### config.mk
export PLATFORM = sky130hd
export DESIGN_NAME = pipeline_hazard_ctrl
export DESIGN_NICKNAME = d
export VERILOG_FILES = /design/src/rtl/pipe_pkg.sv /design/src/rtl/hazard_detect.sv /design/src/rtl/pipeline_hazard_ctrl.sv
export SDC_FILE = /design/constraint.sdc
export NUM_CORES = 1
export LEC_CHECK = 0
export ABC_AREA = 0
export BUFFER_PORTS_ARGS = -buffer_cell sky130_fd_sc_hd__buf_2
export CORE_MARGIN = 5
export CORE_UTILIZATION = 35
export CTS_BUF_LIST = sky130_fd_sc_hd__clkbuf_4 sky130_fd_sc_hd__clkbuf_8
export CTS_CLUSTER_SIZE = 8
export DETAILED_ROUTE_END_ITERATION = 8
export SLEW_MARGIN = 10
export SYNTH_ARGS = -nofsm -noshare
export SYNTH_HDL_FRONTEND = slang
export SYNTH_SLANG_ARGS = --single-unit
### constraint.sdc
create_clock -name clk -period 2.4 [get_ports clk]
set_input_delay 0.24 -clock clk [delete_from_list [all_inputs] [get_ports clk]]
set_output_delay 0.24 -clock clk [all_outputs]
set_load 0.05 [all_outputs]
### src/rtl/pipe_pkg.sv
// Shared definitions for the 5-stage pipeline control logic.
//   REG_IDX_W   : width of a register index
//   ALUOP_NOP   : aluop carried by an ID/EX bubble
//   hz_state_t  : hazard controller FSM encoding
package pipe_pkg;

    localparam int          REG_IDX_W = 6;
    localparam logic [2:0]  ALUOP_NOP = 3'b011;

    typedef enum logic [1:0] {
        RUN     = 2'd0,
        LDSTALL = 2'd1,
        FLUSH   = 2'd2,
        MEMWAIT = 2'd3
    } hz_state_t;

endpackage

### src/rtl/hazard_detect.sv
// Load-use hazard compare between the instruction in ID and a load in EX.
// Ports:
//   id_rs, id_rt, id_uses_rt : source operands of the instruction in ID
//   ex_rd, ex_memrd          : destination and load flag of the instruction in EX
//   hz                       : ID must wait one cycle for the load result
module hazard_detect
    import pipe_pkg::*;
#(
    parameter int R0_ZERO = 1
) (
    input  logic [REG_IDX_W-1:0] id_rs,
    input  logic [REG_IDX_W-1:0] id_rt,
    input  logic                 id_uses_rt,
    input  logic [REG_IDX_W-1:0] ex_rd,
    input  logic                 ex_memrd,
    output logic                 hz
);

    logic rd_is_zero;

    // Register 0 is hard-wired, so a load targeting it never produces data.
    assign rd_is_zero = (R0_ZERO != 0) && (ex_rd == '0);

    assign hz = ex_memrd && !rd_is_zero &&
                ((ex_rd == id_rs) || (id_uses_rt && (ex_rd == id_rt)));

endmodule

### src/rtl/pipeline_hazard_ctrl.sv
// Central hazard / sequencing controller for the 5-stage pipeline.
// Ports:
//   clk, rst_n                      : clock, synchronous active-low reset
//   id_rs, id_rt, id_uses_rt        : ID stage operands
//   ex_rd, ex_memrd                 : ID/EX destination and load flag
//   redirect                        : taken branch / jump resolved in MEM
//   mem_busy                        : data memory not ready, hold everything
//   pc_wr_en, ifid_wr_en            : buffer write enables
//   ifid_flush, idex_bubble,
//   exmem_flush, freeze             : buffer kill / hold controls
//   state                           : FSM state
//   stall_cnt, flush_cnt            : saturating event counters
//
// state   | meaning
// --------+-----------------------------------------------------------
// RUN     | normal issue; hazards and redirects detected here
// LDSTALL | remaining load-use bubble cycles (cnt counts down to 1)
// FLUSH   | extra IF/ID kill cycles after a redirect (cnt counts down)
// MEMWAIT | whole pipe frozen; resume register picks RUN or LDSTALL
module pipeline_hazard_ctrl
    import pipe_pkg::*;
#(
    parameter int LOAD_STALLS = 1,
    parameter int FLUSH_EXTRA = 1,
    parameter int CNT_W       = 16,
    parameter int R0_ZERO     = 1
) (
    input  logic                 clk,
    input  logic                 rst_n,
    input  logic [REG_IDX_W-1:0] id_rs,
    input  logic [REG_IDX_W-1:0] id_rt,
    input  logic                 id_uses_rt,
    input  logic [REG_IDX_W-1:0] ex_rd,
    input  logic                 ex_memrd,
    input  logic                 redirect,
    input  logic                 mem_busy,
    output logic                 pc_wr_en,
    output logic                 ifid_wr_en,
    output logic                 ifid_flush,
    output logic                 idex_bubble,
    output logic                 exmem_flush,
    output logic                 freeze,
    output logic [1:0]           state,
    output logic [CNT_W-1:0]     stall_cnt,
    output logic [CNT_W-1:0]     flush_cnt
);

    localparam logic [2:0] LS_RELOAD = 3'(LOAD_STALLS - 1);
    localparam logic [2:0] FE_RELOAD = 3'(FLUSH_EXTRA);

    hz_state_t  state_q, state_d, eff;
    logic [2:0] cnt_q, cnt_d;
    logic       resume_q, resume_d;
    logic       stall_inc, flush_inc;
    logic       hz;

    hazard_detect #(.R0_ZERO(R0_ZERO)) u_hazard_detect (
        .id_rs      (id_rs),
        .id_rt      (id_rt),
        .id_uses_rt (id_uses_rt),
        .ex_rd      (ex_rd),
        .ex_memrd   (ex_memrd),
        .hz         (hz)
    );

    assign state = state_q;

    always_comb begin
        pc_wr_en    = 1'b0;
        ifid_wr_en  = 1'b0;
        ifid_flush  = 1'b0;
        idex_bubble = 1'b0;
        exmem_flush = 1'b0;
        freeze      = 1'b0;
        state_d     = state_q;
        cnt_d       = cnt_q;
        resume_d    = resume_q;
        stall_inc   = 1'b0;
        flush_inc   = 1'b0;

        // Leaving MEMWAIT behaves exactly like the resume state in the same cycle.
        eff = state_q;
        if (state_q == MEMWAIT && !mem_busy)
            eff = resume_q ? LDSTALL : RUN;

        if (!rst_n) begin
            ifid_flush  = 1'b1;
            idex_bubble = 1'b1;
            exmem_flush = 1'b1;
        end else if (state_q == MEMWAIT && mem_busy) begin
            // MEM keeps redirect asserted until the freeze ends, so ignore it here.
            freeze = 1'b1;
        end else if (redirect) begin
            pc_wr_en    = 1'b1;
            ifid_wr_en  = 1'b1;
            ifid_flush  = 1'b1;
            idex_bubble = 1'b1;
            exmem_flush = 1'b1;
            flush_inc   = 1'b1;
            if (FLUSH_EXTRA > 0) begin
                state_d = FLUSH;
                cnt_d   = FE_RELOAD;
            end else begin
                state_d = RUN;
            end
        end else if (mem_busy) begin
            // A freeze during FLUSH resumes in RUN; the held fetch is not advanced.
            freeze   = 1'b1;
            state_d  = MEMWAIT;
            resume_d = (eff == LDSTALL);
        end else begin
            case (eff)
                FLUSH: begin
                    pc_wr_en   = 1'b1;
                    ifid_wr_en = 1'b1;
                    ifid_flush = 1'b1;
                    cnt_d      = cnt_q - 3'd1;
                    state_d    = (cnt_q == 3'd1) ? RUN : FLUSH;
                end
                LDSTALL: begin
                    idex_bubble = 1'b1;
                    cnt_d       = cnt_q - 3'd1;
                    state_d     = (cnt_q == 3'd1) ? RUN : LDSTALL;
                end
                default: begin
                    if (hz) begin
                        idex_bubble = 1'b1;
                        stall_inc   = 1'b1;
                        if (LOAD_STALLS > 1) begin
                            state_d = LDSTALL;
                            cnt_d   = LS_RELOAD;
                        end else begin
                            state_d = RUN;
                        end
                    end else begin
                        pc_wr_en   = 1'b1;
                        ifid_wr_en = 1'b1;
                        state_d    = RUN;
                    end
                end
            endcase
        end
    end

    always_ff @(posedge clk) begin
        if (!rst_n) begin
            state_q   <= RUN;
            cnt_q     <= '0;
            resume_q  <= 1'b0;
            stall_cnt <= '0;
            flush_cnt <= '0;
        end else begin
            state_q  <= state_d;
            cnt_q    <= cnt_d;
            resume_q <= resume_d;
            if (stall_inc && (stall_cnt != '1))
                stall_cnt <= stall_cnt + CNT_W'(1);
            if (flush_inc && (flush_cnt != '1))
                flush_cnt <= flush_cnt + CNT_W'(1);
        end
    end

endmodule

==> run metrics <==
CP endpoint kind primary output; CTS max path bufs 2; number of synthesized flops with an enable pin 0; Worst-Margin Slew 0.644 ns; largest net degree at the start of global routing 22; initial antenna violation count 0; vias in the first global route 1844; clk root buf clkbuf_8; row count 28; final hold vios 0; Post-synth top cells 38 x dfxtp_1, 29 x nor2_1, 18 x nand2_1; Worst-Skew Late Latency 0.29 ns; footprint of the multi-input gates 1250 um2; Die W 86.9 um; number of DRC markers in iteration 0 43; via count 1975; Rel. slew slack 56.8%; Reg clk slew, reported paths 0.07 ns; Cell Pwr Density 496 nW/um2; reg-to-reg startpoint stall_cnt[1]$_SDFFE_PN0P_; clock skew 0.00853 ns; final core occ 45.5%; DR vias/cell 5.04; Pwr Total 1.31 mW; mapped cell area 2070 um2; Antenna Cells 0; Leakage 1.09 nW; CTS tree built; fin cells 392; port bufs 63; Seq/Total Area, Yosys 36.8%; post-synth cell types 47; drt first pass iters 4; Syn. warnings 0; unrepaired setup endpoints after global routing no; pre-CTS setup slack 0.0726 ns; area leader, netlist dfxtp_1; syn_area_per_cell 8.41 um2; worst hold path class in2reg; Clk pwr share 35.2%; FF-to-FF path depth 8; TritonCTS Buffers 5; CTS H-tree lvls 2; synthesized net count 276; ys async rst share 0%; period utilization 95.4%; top-count cell post-synth dfxtp_1; Crit Path Class reg2out; Layout area overhead 27.8%; Power Internal 0.959 mW; top post-synthesis cells by area dfxtp_1 37%, xnor2_1 7.2%, nor2_1 5.3%; IO Pins 64; P_sw 0.353 mW; R2R Setup Slk 0.19 ns; Filler cells 624; top cell type's share of synthesized area 36.8%; Final Max Slew Viols 0; Combinational Power Share 15.3%; max frequency 437 MHz; hold path cells 4; drt wl/cell 13.2 um; Net Sw Frac 26.9%; min Tclk post-route 2.29 ns; CP Launch Type register; critical path required time 2.16 ns; outcome finished clean; die footprint 7550 um2; placed cell count 384; sequential power share 49.4%; CTS Sinks 38; Main synth FF type dfxtp_1; FF/Latch Area 768 um2; Hold-fix buffers, CTS 0; cell count after synthesis 246; GP Congestion 0.761; crit path max fanout 2; Peak VDD IR 236 uV; Final HPWL DP 3910 um; Worst Hold End cnt_q[1]$_SDFFE_PN0P_; Total Neg Setup Slack 0 ns; nets 346; Die Y 86.9 um; layout cells sized above 1 29.7%; setup violators final 0; Core Region 5820 um2; DRC viols 0; gr usage total 13.6%; Critical R2R Capture stall_cnt[4]$_SDFFE_PN0P_; Yosys reg bits 38; Initial Util 35.6%; fin worst setup slack 0.112 ns; Total Routed Length 5160 um; max-cap violation count 0; first-pass GRT wire length 8330 um; GR Overflow Total 0; Post CTS Setup Buffer Count 0; hold path startpoint redirect; antenna viol nets, final 0; CP Data Arrival Time 2.05 ns
-- flip-flops by register name (all words and copies together), names as in the netlist --
register	flops
state	2
flush_cnt	16
cnt_q	3
resume_q	1
stall_cnt	16
-- critical path: stages (launching register included) --
cell and delay (ns):
dfxtp_1 0.34, o31ai_4 0.32, ha_4 0.25, o311a_1 0.11, and2_4 0.17, o31a_1 0.26, nor2_4 0.15, buf_8 0.17
-- power groups by stage --
stage	registers [mW]	clock network (mW)	logic, mW
2_1_floorplan	0.682	0	0.111
3_3_place_gp	0.662	0	0.188
3_5_place_dp	0.663	0	0.190
4_1_cts	0.648	0.483	0.192
5_1_grt	0.650	0.501	0.220
6_report	0.648	0.462	0.201
-- layout make-up --
cell class              instances  share of cell area, %
repair buffers                 71                   15.0
inverters                      11                   1.56
clock buffers                   7                   3.41
flip-flops and latches         38                   29.1
clock inverters                 1                  0.189
multi-input cells             189                   47.3
well taps                      75                   3.55
-- kinds of logic (layout without fill, tap and decap cells) --
group / after synthesis / count (layout) / share of synthesized area [%]
AND/OR/NAND/NOR: 109 / 109 / 28.1
AO/OA/AOI/OAI: 41 / 41 / 12.3
flip-flops: 38 / 38 / 36.8
XOR/XNOR: 29 / 29 / 12.3
buffers and inverters: 19 / 90 / 4.90
adder cells (fa/ha/maj): 6 / 6 / 3.63
multiplexers: 4 / 4 / 1.94
-- per-layer routing --
| layer | track usage [%] | vias up | wire length, um |
|---|---|---|---|
| met4 | 3.82 | 0 | 38 |
| met3 | 3.69 | 5 | 292 |
| met5 | 0 | - | 0 |
| met1 | 17.8 | 921 | 2440 |
| met2 | 22.0 | 35 | 2390 |
| li1 | - | 1014 | - |
-- through the flow --
stage | area, um2 | hold slack (ns)
after floorplan | 2090 | 0.412
after global placement | 2500 | 0.473
after detailed placement | 2500 | 0.477
after CTS | 2600 | 0.283
after global routing | 2640 | 0.313
final | 2640 | 0.303
-- repair_timing --
action / 4_1_cts / 5_1_grt
pin swaps: 0 / 3
setup endpoints to repair: 2 / 3
gates resized for setup: 2 / 8
-- how the worst max path moves through the flow --
stage                                from          to  slack, ns
floorplan           state[1]$_SDFFE_PN0N_    pc_wr_en       0.02
global placement                 ex_rd[1]    pc_wr_en       0.08
detailed placement               ex_rd[1]  ifid_wr_en       0.07
CTS                 state[1]$_SDFFE_PN0N_  ifid_wr_en     -0.006
global route        resume_q$_SDFFE_PN0P_    pc_wr_en      0.009
finish              resume_q$_SDFFE_PN0P_    pc_wr_en       0.11
-- placed cells by master, fill, tap and decap left out, drive strengths merged --
cell type	Yosys	layout
a211oi	1	1
a21o	2	2
a21oi	15	15
a221oi	1	1
a31oi	1	1
a41oi	1	1
and2	3	3
and3	3	3
and4	3	3
buf	5	71
clkbuf	3	7
clkinv	1	2
dfxtp	38	38
ha	6	6
inv	10	10
mux2i	4	4
nand2	18	18
nand2b	2	2
nand3	14	14
nand3b	2	2
nand4	13	13
nor2	29	29
nor3	4	4
nor4	3	3
o21a	1	1
o21ai	11	11
o21bai	1	1
o22ai	1	1
o311a	1	1
o31a	2	2
o31ai	3	3
or2	1	1
or3	10	10
or4	4	4
xnor2	17	17
xor2	12	12
No activity file was read; power rests on OpenSTA's default activity.
